===== src/rtl/serdes_deframer.sv =====
// Serial-to-parallel receiver: bit-sliding sync-word hunt, fixed-length frame
// extraction and a valid/ready output FIFO with sticky overflow reporting.
module serdes_deframer #(
   parameter int unsigned      WIDTH       = 32,
   parameter logic [WIDTH-1:0] SYNC_WORD   = WIDTH'(32'hA5A5_5A5A),
   parameter int unsigned      FRAME_WORDS = 4,
   parameter int unsigned      FIFO_DEPTH  = 4,
   parameter bit               LSB_FIRST   = 1'b1
) (
   input  logic             clk,
   input  logic             rst,
   input  logic             din,
   input  logic             din_en,
   output logic [WIDTH-1:0] dout,
   output logic             dout_valid,
   input  logic             dout_ready,
   output logic             locked,
   output logic             sync_err,
   output logic             overflow,
   input  logic             ovf_clr
);

   localparam int unsigned FILL_W = $clog2(WIDTH + 1);
   localparam int unsigned BIT_W  = $clog2(WIDTH);
   localparam int unsigned WORD_W = (FRAME_WORDS > 1) ? $clog2(FRAME_WORDS) : 1;
   localparam int unsigned PTR_W  = $clog2(FIFO_DEPTH);
   localparam int unsigned CNT_W  = $clog2(FIFO_DEPTH + 1);

   typedef enum logic [1:0] {S_HUNT, S_DATA, S_CHECK} state_e;

   state_e             state_q, state_d;
   logic [WIDTH-1:0]   sr_q, sr_d, sr_shift;
   logic [FILL_W-1:0]  fill_q, fill_d, fill_inc;
   logic [BIT_W-1:0]   bit_q, bit_d;
   logic [WORD_W-1:0]  word_q, word_d;
   logic               sync_err_q, sync_err_d;
   logic               push;
   logic               fill_done, sync_hit, bit_last, word_last;

   logic [WIDTH-1:0]   mem_q [FIFO_DEPTH];
   logic [PTR_W-1:0]   wr_ptr_q, wr_ptr_d, rd_ptr_q, rd_ptr_d;
   logic [CNT_W-1:0]   cnt_q, cnt_d;
   logic               ovf_q, ovf_d;
   logic               full, pop, push_ok, drop;

   // Shift register value after the current bit; all compares and pushes use it
   always_comb begin
      if (LSB_FIRST) sr_shift = {din, sr_q[WIDTH-1:1]};
      else           sr_shift = {sr_q[WIDTH-2:0], din};
      sr_d      = din_en ? sr_shift : sr_q;
      fill_inc  = (fill_q == FILL_W'(WIDTH)) ? fill_q : fill_q + FILL_W'(1);
      fill_d    = din_en ? fill_inc : fill_q;
      fill_done = (fill_inc == FILL_W'(WIDTH));
      sync_hit  = (sr_shift == SYNC_WORD);
      bit_last  = (bit_q == BIT_W'(WIDTH - 1));
      word_last = (word_q == WORD_W'(FRAME_WORDS - 1));
   end

   always_ff @(posedge clk or negedge rst) begin
      if (!rst) state_q <= S_HUNT;
      else      state_q <= state_d;
   end

   // Next-state logic; nothing advances on din_en = 0 cycles
   always_comb begin
      state_d    = state_q;
      bit_d      = bit_q;
      word_d     = word_q;
      push       = 1'b0;
      sync_err_d = 1'b0;
      if (din_en) begin
         unique case (state_q)
            S_HUNT: begin
               if (fill_done && sync_hit) begin
                  state_d = S_DATA;
                  bit_d   = '0;
                  word_d  = '0;
               end
            end
            S_DATA: begin
               bit_d = bit_last ? '0 : bit_q + BIT_W'(1);
               if (bit_last) begin
                  push = 1'b1;
                  if (word_last) begin
                     state_d = S_CHECK;
                     word_d  = '0;
                  end else begin
                     word_d = word_q + WORD_W'(1);
                  end
               end
            end
            S_CHECK: begin
               bit_d = bit_last ? '0 : bit_q + BIT_W'(1);
               if (bit_last) begin
                  if (sync_hit) begin
                     state_d = S_DATA;
                     word_d  = '0;
                  end else begin
                     state_d    = S_HUNT;
                     sync_err_d = 1'b1;
                  end
               end
            end
            default: state_d = S_HUNT;
         endcase
      end
   end

   always_comb begin
      locked = (state_q != S_HUNT);
   end

   always_ff @(posedge clk or negedge rst) begin
      if (!rst) begin
         sr_q       <= '0;
         fill_q     <= '0;
         bit_q      <= '0;
         word_q     <= '0;
         sync_err_q <= 1'b0;
      end else begin
         sr_q       <= sr_d;
         fill_q     <= fill_d;
         bit_q      <= bit_d;
         word_q     <= word_d;
         sync_err_q <= sync_err_d;
      end
   end

   // Output FIFO: a push into a full FIFO survives only if a pop frees a slot
   always_comb begin
      full     = (cnt_q == CNT_W'(FIFO_DEPTH));
      pop      = dout_valid && dout_ready;
      push_ok  = push && (!full || pop);
      drop     = push && full && !pop;
      wr_ptr_d = push_ok ? wr_ptr_q + PTR_W'(1) : wr_ptr_q;
      rd_ptr_d = pop ? rd_ptr_q + PTR_W'(1) : rd_ptr_q;
      cnt_d    = cnt_q;
      if (push_ok && !pop)      cnt_d = cnt_q + CNT_W'(1);
      else if (!push_ok && pop) cnt_d = cnt_q - CNT_W'(1);
      ovf_d    = drop ? 1'b1 : (ovf_clr ? 1'b0 : ovf_q);
   end

   always_ff @(posedge clk) begin
      if (push_ok) mem_q[wr_ptr_q] <= sr_shift;
   end

   always_ff @(posedge clk or negedge rst) begin
      if (!rst) begin
         wr_ptr_q <= '0;
         rd_ptr_q <= '0;
         cnt_q    <= '0;
         ovf_q    <= 1'b0;
      end else begin
         wr_ptr_q <= wr_ptr_d;
         rd_ptr_q <= rd_ptr_d;
         cnt_q    <= cnt_d;
         ovf_q    <= ovf_d;
      end
   end

   assign dout_valid = (cnt_q != '0);
   assign dout       = dout_valid ? mem_q[rd_ptr_q] : '0;
   assign sync_err   = sync_err_q;
   assign overflow   = ovf_q;

endmodule


===== config.mk =====
export PLATFORM = sky130hd
export DESIGN_NAME = serdes_deframer
export DESIGN_NICKNAME = d
export VERILOG_FILES = /design/src/rtl/serdes_deframer.sv
export SDC_FILE = /design/constraint.sdc
export NUM_CORES = 1
export LEC_CHECK = 0
export CORE_ASPECT_RATIO = 1.25
export CORE_MARGIN = 10
export CORE_UTILIZATION = 45
export DETAILED_ROUTE_END_ITERATION = 16
export PLACE_DENSITY_LB_ADDON = 0.05
export SLEW_MARGIN = 5
export SYNTH_ARGS = -nofsm -noshare
export SYNTH_HDL_FRONTEND = slang
export SYNTH_SLANG_ARGS = --single-unit

===== constraint.sdc =====
create_clock -name clk -period 2.8 [get_ports clk]
set_input_delay 0.28 -clock clk [delete_from_list [all_inputs] [get_ports clk]]
set_output_delay 0.28 -clock clk [all_outputs]
set_load 0.02 [all_outputs]

==> run summary, run 1 <==
status - completed
commonest non-fill, non-tap cell in the layout - edfxtp_1
CP Launch Type - register
Worst-Margin Slew - 566 ps
Die Y - 164 µm
Total GRT Usage - 13.1%
critical path's largest stage delay - 540 ps
Max Fanout on Critical Path - 16
cell breakdown of the critical path - buf_12 -> mux4_2 -> and2_1 -> clkdlybuf4s50_1
CTS tree - built
Core Area - 16300 µm²
Setup CP Type - reg -> out
FILL cells - 1325
RSZ-0062 raised after global routing - no
crit end category - output pin
pwr/cell area - 1030 nW/µm²
clock edge transition at the registers on the reported setup and hold paths - 70 ps
total grt overflow - 0
EDFF count, synth - 128
Clock Latency Late Sink - 430 ps
TNS Setup - 0 ps
H-tree depth - 4
diode count - 0
Max-cap violations - 0
clock buffer depth - 2
Crit path buffers/inverters - 2
WP data required - 2520 ps
Hold Vio Cnt, Final - 0
die area - 22300 µm²
Post-DP HPWL - 8.84 mm
largest net degree at the start of global routing - 43
initial core utilization - 46.2%
Min Hold Slack - 271 ps
Post-Syn Area - 7510 µm²
Synth area leader - edfxtp_1
crit path time final - 2690 ps
Reg area - 5220 µm²
Initial DRT Pass Iterations - 4
Hold Path Class - in -> async
first-pass GRT wire length - 22.3 mm
Pleak - 3.27 nW
gpl congestion - 0.802
syn nets - 448
Post-synth ARST share - 30.1%
nets - 516
main flop type after synthesis - edfxtp_1
drt drc - 0
post-synthesis area per instance - 17.6 µm²
Max Clock Freq - 0.371 GHz
Num CTS Buffers - 17
layout cells sized above 1 - 26.0%
Post-Route Skew - 7.74 ps
footprint of the multi-input gates - 2170 µm²
via count - 3844
CP top delay family - buffers and inverters
peak supply drop - 0.000501 V
Slew headroom - 62.2%
Die W - 136 µm
1st-iter DRT viols - 162
# rows - 52
Slew Limit Fails - 0
Port Buffers - 41
post-synthesis register bit count - 183
# IOs - 42
Clock Tree Root - clkbuf_16
Seq/Total Area, Yosys - 69.5%
vias per cell - 5.32
Area growth syn-to-layout - 19.3%
Gate Count Post-Synth - 426
Detail Route Antenna Nets - 0
most frequent cells in the layout - edfxtp_1, dfrtp_1, clkdlybuf4s50_1, and2_1, mux2_2
vias in the first global route - 4044
# setup viols final - 0
Synth top area share - 51.2%
Ys Warns - 0
Arrival @ worst endpoint - 2410 ps
fin crit share - 96.1%
slowest stage cell, crit path - dfrtp_4
Cell variety after synth - 44
initial antenna violation count - 0
WL/cell - 19.3 µm
final wirelength - 14.0 mm
clock sink count - 183
synth top area cells - edfxtp_1, dfrtp_1, mux4_2, mux2_2, and2_1
## cells by family (layout without fill, tap and decap cells)
kind of cell               count (synthesis)  after routing  synth area share, %
DFF                                      183            183                 69.5
and+or+nand+nor                           91             91                 7.56
muxes                                     67             67                 14.8
buffers and inverters                     32            113                 1.67
AOI/OAI and AO/OA                         26             26                 2.43
adders and majority gates                 16             16                 2.76
xor gates and xnor gates                  11             11                 1.28
## routing by layer
layer  track usage [%]  vias to the layer above  part of all wire, %
li1                  -                     1769                    -
met1              15.4                     2008                   43
met2              22.4                       49                   53
met3              3.40                       18                  3.3
met4              5.10                        0                  1.2
met5                 0                        -                    0
## worst paths after layout
kind                              from        end  slack, ps  cells past startpoint
max                        rd_ptr_q[0]   dout[11]        110                      4
min                                rst   bit_q[0]        270                      2
max reg2reg                   bit_q[0]   cnt_q[2]        300                     11
min reg2reg                   cnt_q[2]   cnt_q[2]        480                      1
max in group asynchronous          rst    sr_q[7]       1890                      3
min in group clk                din_en  word_q[1]        290                      4
## Yosys cell counts (all sizes together), types with 3 or more instances
library cell / count
dfrtp: 55
nand3: 8
buf: 5
nand4: 4
nand2: 14
mux2: 34
a21oi: 3
o31ai: 4
inv: 14
xor2: 4
and2: 36
nor2: 7
and4bb: 4
ha: 15
mux4: 32
nor3: 3
xnor2: 7
and3: 3
clkbuf: 13
edfxtp: 128
nor4bb: 3
o21ai: 11
## timing repair
| item | CTS | global route |
|---|---|---|
| gates resized for setup | 1 | 1 |
| setup endpoints to repair | 25 | 20 |
| endpoints found under the hold margin | 12 | 0 |
| buffers inserted | 0 | 6 |
| hold buffers | 1 | 0 |
## flip-flops by register name, summed over array words and instances (netlist names)
name / count
state_q: 2
overflow: 1
sync_err: 1
wr_ptr_q: 2
rd_ptr_q: 2
sr_q: 31
bit_q: 5
word_q: 2
mem_q: 128
cnt_q: 3
fill_q: 6
## report_power, final
part	internal [W]	total (W)	switching, W	leakage [nW]
logic	0.00169	0.00309	0.00140	1.16
registers	0.00342	0.00394	0.000515	1.84
clock network	0.00118	0.00223	0.00105	0.269
## stage by stage
step / instances / total power [W] / worst slack (ps) / area (µm²) / utilization, %
detailed placement: 684 / 0.00710 / 208 / 8340 / 51.3
global route: 723 / 0.00977 / 5.76 / 8960 / 55.1
global placement: 684 / 0.00704 / 256 / 8340 / 51.3
floorplan: 426 / 0.00579 / 237 / 7510 / -
finish: 723 / 0.00927 / 108 / 8960 / 55.1
CTS: 717 / 0.00936 / 7.94 / 8910 / 54.8
## layout make-up
cell class	count	share of cell area, %
repair buffers	67	7.68
inverters	14	0.586
flip-flops and latches	183	58.3
clock inverters	14	1.33
well taps	216	3.02
clock buffers	18	4.90
multi-input cells	211	24.2
Power figures use the tool's default switching activity.
==> run 2, diff against run 1 <==
CORE_MARGIN = 4   (was 10)
CORE_UTILIZATION = 48   (was 45)
==> run summary, run 2 (synthesis results as in run 1) <==
Area growth syn-to-layout - 19.1%
CTS tree - built
drt drc - 0 (unchanged)
CP Launch Type - register
TNS Setup - 0 ps (unchanged)
pwr/cell area - 1070 nW/µm² (+3.4%)
total grt overflow - 0 (unchanged)
diode count - 0 (unchanged)
via count - 3847 (+0.078%)
gpl congestion - 0.745 (-7.2%)
Max Clock Freq - 0.381 GHz (+2.5%)
vias in the first global route - 4046 (+0.049%)
RSZ-0062 raised after global routing - no
Hold Path Class - in -> reg
Initial DRT Pass Iterations - 4 (unchanged)
Slew headroom - 57.1% (-5.1 points)
vias per cell - 5.42 (+1.9%)
1st-iter DRT viols - 219 (+35%)
Flop pwr share - 40.9% (-1.6 points)
# rows - 50 (-3.8%)
most frequent cells in the layout - edfxtp_1, dfrtp_1, clkdlybuf4s50_1, and2_1, mux2_2
cell breakdown of the critical path - buf_4 -> mux4_2 -> and2_1 -> clkdlybuf4s50_1
Slew Limit Fails - 0 (unchanged)
worst setup margin - 174 ps (+65.9 ps)
clock share of power - 27.5% (+3.4 points)
Hold Vio Cnt, Final - 0 (unchanged)
post-route insts no fill - 710 (-1.8%)
clock edge transition at the registers on the reported setup and hold paths - 60 ps (about the same)
peak supply drop - 0.000505 V (+0.65%)
Num CTS Buffers - 17 (unchanged)
WP data required - 2520 ps (about the same)
Pleak - 3.26 nW (-0.16%)
Clock Latency Late Sink - 420 ps (about the same)
Largest register FFs - 128 (unchanged)
layout cells sized above 1 - 24.1% (-1.9 points)
Top Registers - mem_q x128, sr_q x31, fill_q x6
Gate power share - 31.6% (-1.8 points)
initial antenna violation count - 0 (unchanged)
# IOs - 42 (unchanged)
clock buffer depth - 2 (unchanged)
fin crit share - 93.8% (-2.4 points)
Total GRT Usage - 16.7% (+3.6 points)
nets - 511 (-0.97%)
Core Area - 15100 µm² (-6.9%)
commonest non-fill, non-tap cell in the layout - edfxtp_1
H-tree depth - 4 (unchanged)
Post-Route Skew - 6.45 ps (-1.30 ps)
Min Hold Slack - 306 ps (+35.2 ps)
Arrival @ worst endpoint - 2350 ps (-60 ps)
r2r setup slk - 360 ps (+60 ps)
crit path time final - 2630 ps (-65.9 ps)
Worst-Margin Slew - 644 ps (+77.2 ps)
Biggest register - mem_q
critical path's largest stage delay - 540 ps (about the same)
die area - 17700 µm² (-20%)
Max Fanout on Critical Path - 8 (-8)
Sw Ratio - 29.5% (-2.6 points)
clock sink count - 183 (unchanged)
Die W - 120 µm (-12%)
placed cells - 676 (-1.2%)
crit end category - output pin
Die Y - 148 µm (-10%)
slowest stage cell, crit path - clkdlybuf4s50_1
first-pass GRT wire length - 22.3 mm (+0.37%)
final wirelength - 13.6 mm (-3.0%)
Max-cap violations - 0 (unchanged)
largest net degree at the start of global routing - 43 (unchanged)
Post-DP HPWL - 8.46 mm (-4.3%)
WL/cell - 19.1 µm (-1.2%)
Port Buffers - 41 (unchanged)
Internal - 0.00675 W (+7.1%)
worst slack, placed - 169 ps (-39.2 ps)
# setup viols final - 0 (unchanged)
Setup CP Type - reg -> out
Detail Route Antenna Nets - 0 (unchanged)
P_sw - 0.00282 W (-5.1%)
initial core utilization - 49.6% (+3.4 points)
status - completed
Clock Tree Root - clkbuf_16
-- run 2: critical path: cells and delay by family (launching register included) --
| family | cells | cell delay [ps] |
|---|---|---|
| buffers and inverters | 2 | 760 |
| AND/OR/NAND/NOR | 1 | 190 |
| multiplexers | 1 | 520 |
| flip-flops | 1 | 460 |
-- run 2: routing by layer --
| layer | wire length, µm | track usage, % | vias to the layer above |
|---|---|---|---|
| li1 | - | - | 1760 |
| met1 | 5940 | 21.4 | 2014 |
| met2 | 7080 | 28.1 | 58 |
| met3 | 368 | 3.52 | 15 |
| met4 | 176 | 6.19 | 0 |
| met5 | 0 | 0 | - |
-- run 2: layout make-up --
cell class	instances	area, µm²
clock buffer	22	454
tap	208	260
clock inverter	10	200
multi-input combinational	211	2170
fill	1206	6190
timing repair buffer	62	586
inverter	14	52.6
sequential	183	5220
-- run 2: power groups by stage --
| stage | clock network (W) | logic (W) | registers, W |
|---|---|---|---|
| 2_1_floorplan | 0 | 0.00202 | 0.00377 |
| 3_3_place_gp | 0 | 0.00302 | 0.00396 |
| 3_5_place_dp | 0 | 0.00304 | 0.00400 |
| 4_1_cts | 0.00268 | 0.00310 | 0.00391 |
| 5_1_grt | 0.00280 | 0.00330 | 0.00398 |
| 6_report | 0.00263 | 0.00302 | 0.00391 |
-- run 2: path summary, 6_finish.rpt --
check,startpoint,end,depth (start not counted)
worst max-delay path,rd_ptr_q[0],dout[16],4
worst min-delay path,din_en,word_q[0],4
worst max register to register,bit_q[0],cnt_q[2],11
worst min register to register,cnt_q[2],cnt_q[2],1
max in group asynchronous,rst,sr_q[23],3
min in group asynchronous,rst,fill_q[1],2
-- run 2: timing repair --
action / 4_1_cts / 5_1_grt
gates resized for setup: 1 / 0
setup buffers: 1 / 0
hold endpoints to repair: 26 / 0
endpoints found under the setup margin: 26 / 0
hold buffers: 1 / 0
-- run 2: through the flow --
| step | instance area, µm² | util [%] | total power, W |
|---|---|---|---|
| floorplan | 7510 | - | 0.00579 |
| global placement | 8270 | 54.6 | 0.00698 |
| detailed placement | 8270 | 54.6 | 0.00703 |
| CTS | 8940 | 59.1 | 0.00970 |
| global route | 8940 | 59.1 | 0.0101 |
| finish | 8940 | 59.1 | 0.00956 |
==> run 3, diff against run 2 <==
CELL_PAD_IN_SITES_DETAIL_PLACEMENT = 0   (was not set)
CELL_PAD_IN_SITES_GLOBAL_PLACEMENT = 2   (was not set)
CORE_UTILIZATION = 45   (was 48)
==> run summary, run 3 (synthesis results as in run 1) <==
WL/cell - 18.9 µm (-0.98%)
most frequent cells in the layout - edfxtp_1, dfrtp_1, clkdlybuf4s50_1, and2_1, mux2_2
Max Clock Freq - 0.380 GHz (-0.22%)
Hold Vio Cnt, Final - 0 (unchanged)
footprint of the multi-input gates - 2170 µm² (unchanged)
final wirelength - 13.6 mm (+0.14%)
gpl congestion - 0.716 (-3.9%)
commonest non-fill, non-tap cell in the layout - edfxtp_1
clock edge transition at the registers on the reported setup and hold paths - 70 ps (about the same)
Area growth syn-to-layout - 17.9%
Arrival @ worst endpoint - 2350 ps (about the same)
Core Area - 16300 µm² (+7.4%)
RR Startpoint - bit_q[0]
via count - 3833 (-0.36%)
layout cells sized above 1 - 25.3% (+1.2 points)
Largest register FFs - 128 (unchanged)
status - completed
CTS tree - built
# rows - 52 (+4.0%)
CP Launch Type - register
Detail Route Antenna Nets - 0 (unchanged)
initial core utilization - 46.2% (-3.4 points)
die area - 18800 µm² (+6.3%)
total power - 0.00918 W (-4.0%)
Hold Path Class - in -> async
Biggest register - mem_q
largest net degree at the start of global routing - 42 (-2.3%)
# setup viols final - 0 (unchanged)
RSZ-0062 raised after global routing - no
pwr/cell area - 1040 nW/µm² (-3.0%)
Post-DP HPWL - 8.44 mm (-0.19%)
first-pass GRT wire length - 22.1 mm (-1.1%)
FILL cells - 1354 (+12%)
r2r worst-path depth - 11 (unchanged)
crit end category - output pin
diode count - 0 (unchanged)
critical path's largest stage delay - 540 ps (about the same)
fin crit share - 94.0% (+0.21 points)
reg2reg end - cnt_q[2]
Top Registers - mem_q x128, sr_q x31, fill_q x6
vias in the first global route - 4012 (-0.84%)
WP data required - 2520 ps (about the same)
clock sink count - 183 (unchanged)
Port Buffers - 41 (unchanged)
Clock Latency Late Sink - 420 ps (about the same)
initial antenna violation count - 0 (unchanged)
Die W - 124 µm (+3.1%)
Slew headroom - 35.3% (-22 points)
Pleak - 3.22 nW (-1.4%)
TNS Setup - 0 ps (unchanged)
Max Fanout on Critical Path - 19 (+11)
Total GRT Usage - 15.7% (-0.99 points)
H-tree depth - 4 (unchanged)
peak supply drop - 0.000481 V (-4.8%)
Initial DRT Pass Iterations - 4 (unchanged)
# hold bufs at CTS - 0 (-1)
cell breakdown of the critical path - buf_12 -> mux4_2 -> and2_1 -> clkdlybuf4s50_1
total grt overflow - 0 (unchanged)
Max-cap violations - 0 (unchanged)
Reg area - 5220 µm² (unchanged)
Die Y - 152 µm (+3.1%)
slowest stage cell, crit path - mux4_2
vias per cell - 5.34 (-1.5%)
Post-Route Skew - 10.1 ps (+3.70 ps)
nets - 511 (unchanged)
crit path time final - 2630 ps (+5.77 ps)
clock buffer depth - 2 (unchanged)
drt drc - 0 (unchanged)
r2r setup slk - 380 ps (+20 ps)
Num CTS Buffers - 17 (unchanged)
1st-iter DRT viols - 179 (-18%)
# IOs - 42 (unchanged)
Slew Limit Fails - 0 (unchanged)
Setup CP Type - reg -> out
Worst-Margin Slew - 971 ps (+327 ps)
Clock Tree Root - clkbuf_16
run 3: cell count changes in the layout (fill, tap and decap cells not counted), sizes merged:
cell | before | now
buf | 22 | 23
bufinv | 6 | 1
clkbuf | 22 | 18
clkinv | 3 | 7
clkinvlp | 1 | 3
dlygate4sd3 | 1 | 0
inv | 14 | 17
run 3: critical path, delay by kind of cell (launching register included):
family,cells,cell delay (ps)
buffers and inverters,2,750
and+or+nand+nor,1,170
DFF,1,470
muxes,1,540
run 3: final cells by class:
cell class                      instances  area share (%)
Clock buffer                           18            4.85
Sequential cell                       183            59.0
Clock inverter                         14            1.44
Multi-Input combinational cell        211            24.5
Tap cell                              216            3.05
Inverter                               14           0.593
Timing Repair Buffer                   62            6.58
run 3: how the worst max path moves through the flow:
stage	from	to	slack (ps)	cells after the start
6_report	rd_ptr_q[0]	dout[5]	170	4
5_1_grt	rd_ptr_q[0]	dout[9]	60	4
4_1_cts	rd_ptr_q[0]	dout[5]	100	4
3_5_place_dp	din	state_q[1]	180	7
3_3_place_gp	din	state_q[1]	260	7
2_1_floorplan	bit_q[0]	mem_q[0][0]	240	6
run 3: metal layers:
layer  vias to the layer above  global-route usage, %  share of wire (%)
li1                       1763                      -                  -
met1                      2009                   20.1                 42
met2                        49                   26.4                 54
met3                        12                   3.71                2.4
met4                         0                   4.91                1.2
met5                         -                      0                  0
run 3: where the power goes:
group / internal, W / switching [W]
Combinational: 0.00165 / 0.00139
Clock: 0.00123 / 0.00101
Sequential: 0.00342 / 0.000487
Total: 0.00630 / 0.00288
run 3: stage by stage:
| step | util [%] | area [µm²] | worst slack, ps | hold slack [ps] | cells |
|---|---|---|---|---|---|
| finish | 54.4 | 8850 | 168 | 6.76 | 718 |
| global route | 54.4 | 8850 | 56.5 | 77.0 | 718 |
| CTS | 54.4 | 8850 | 97.7 | 31.9 | 718 |
| detailed placement | 50.9 | 8270 | 176 | 487 | 683 |
| global placement | 50.9 | 8270 | 257 | 474 | 683 |
| floorplan | - | 7510 | 237 | -15.6 | 426 |
run 3: what timing repair did:
| item | CTS | global route |
|---|---|---|
| setup buffers | 3 | 0 |
| resized for setup | 1 | 0 |
| setup endpoints to repair | 26 | 0 |
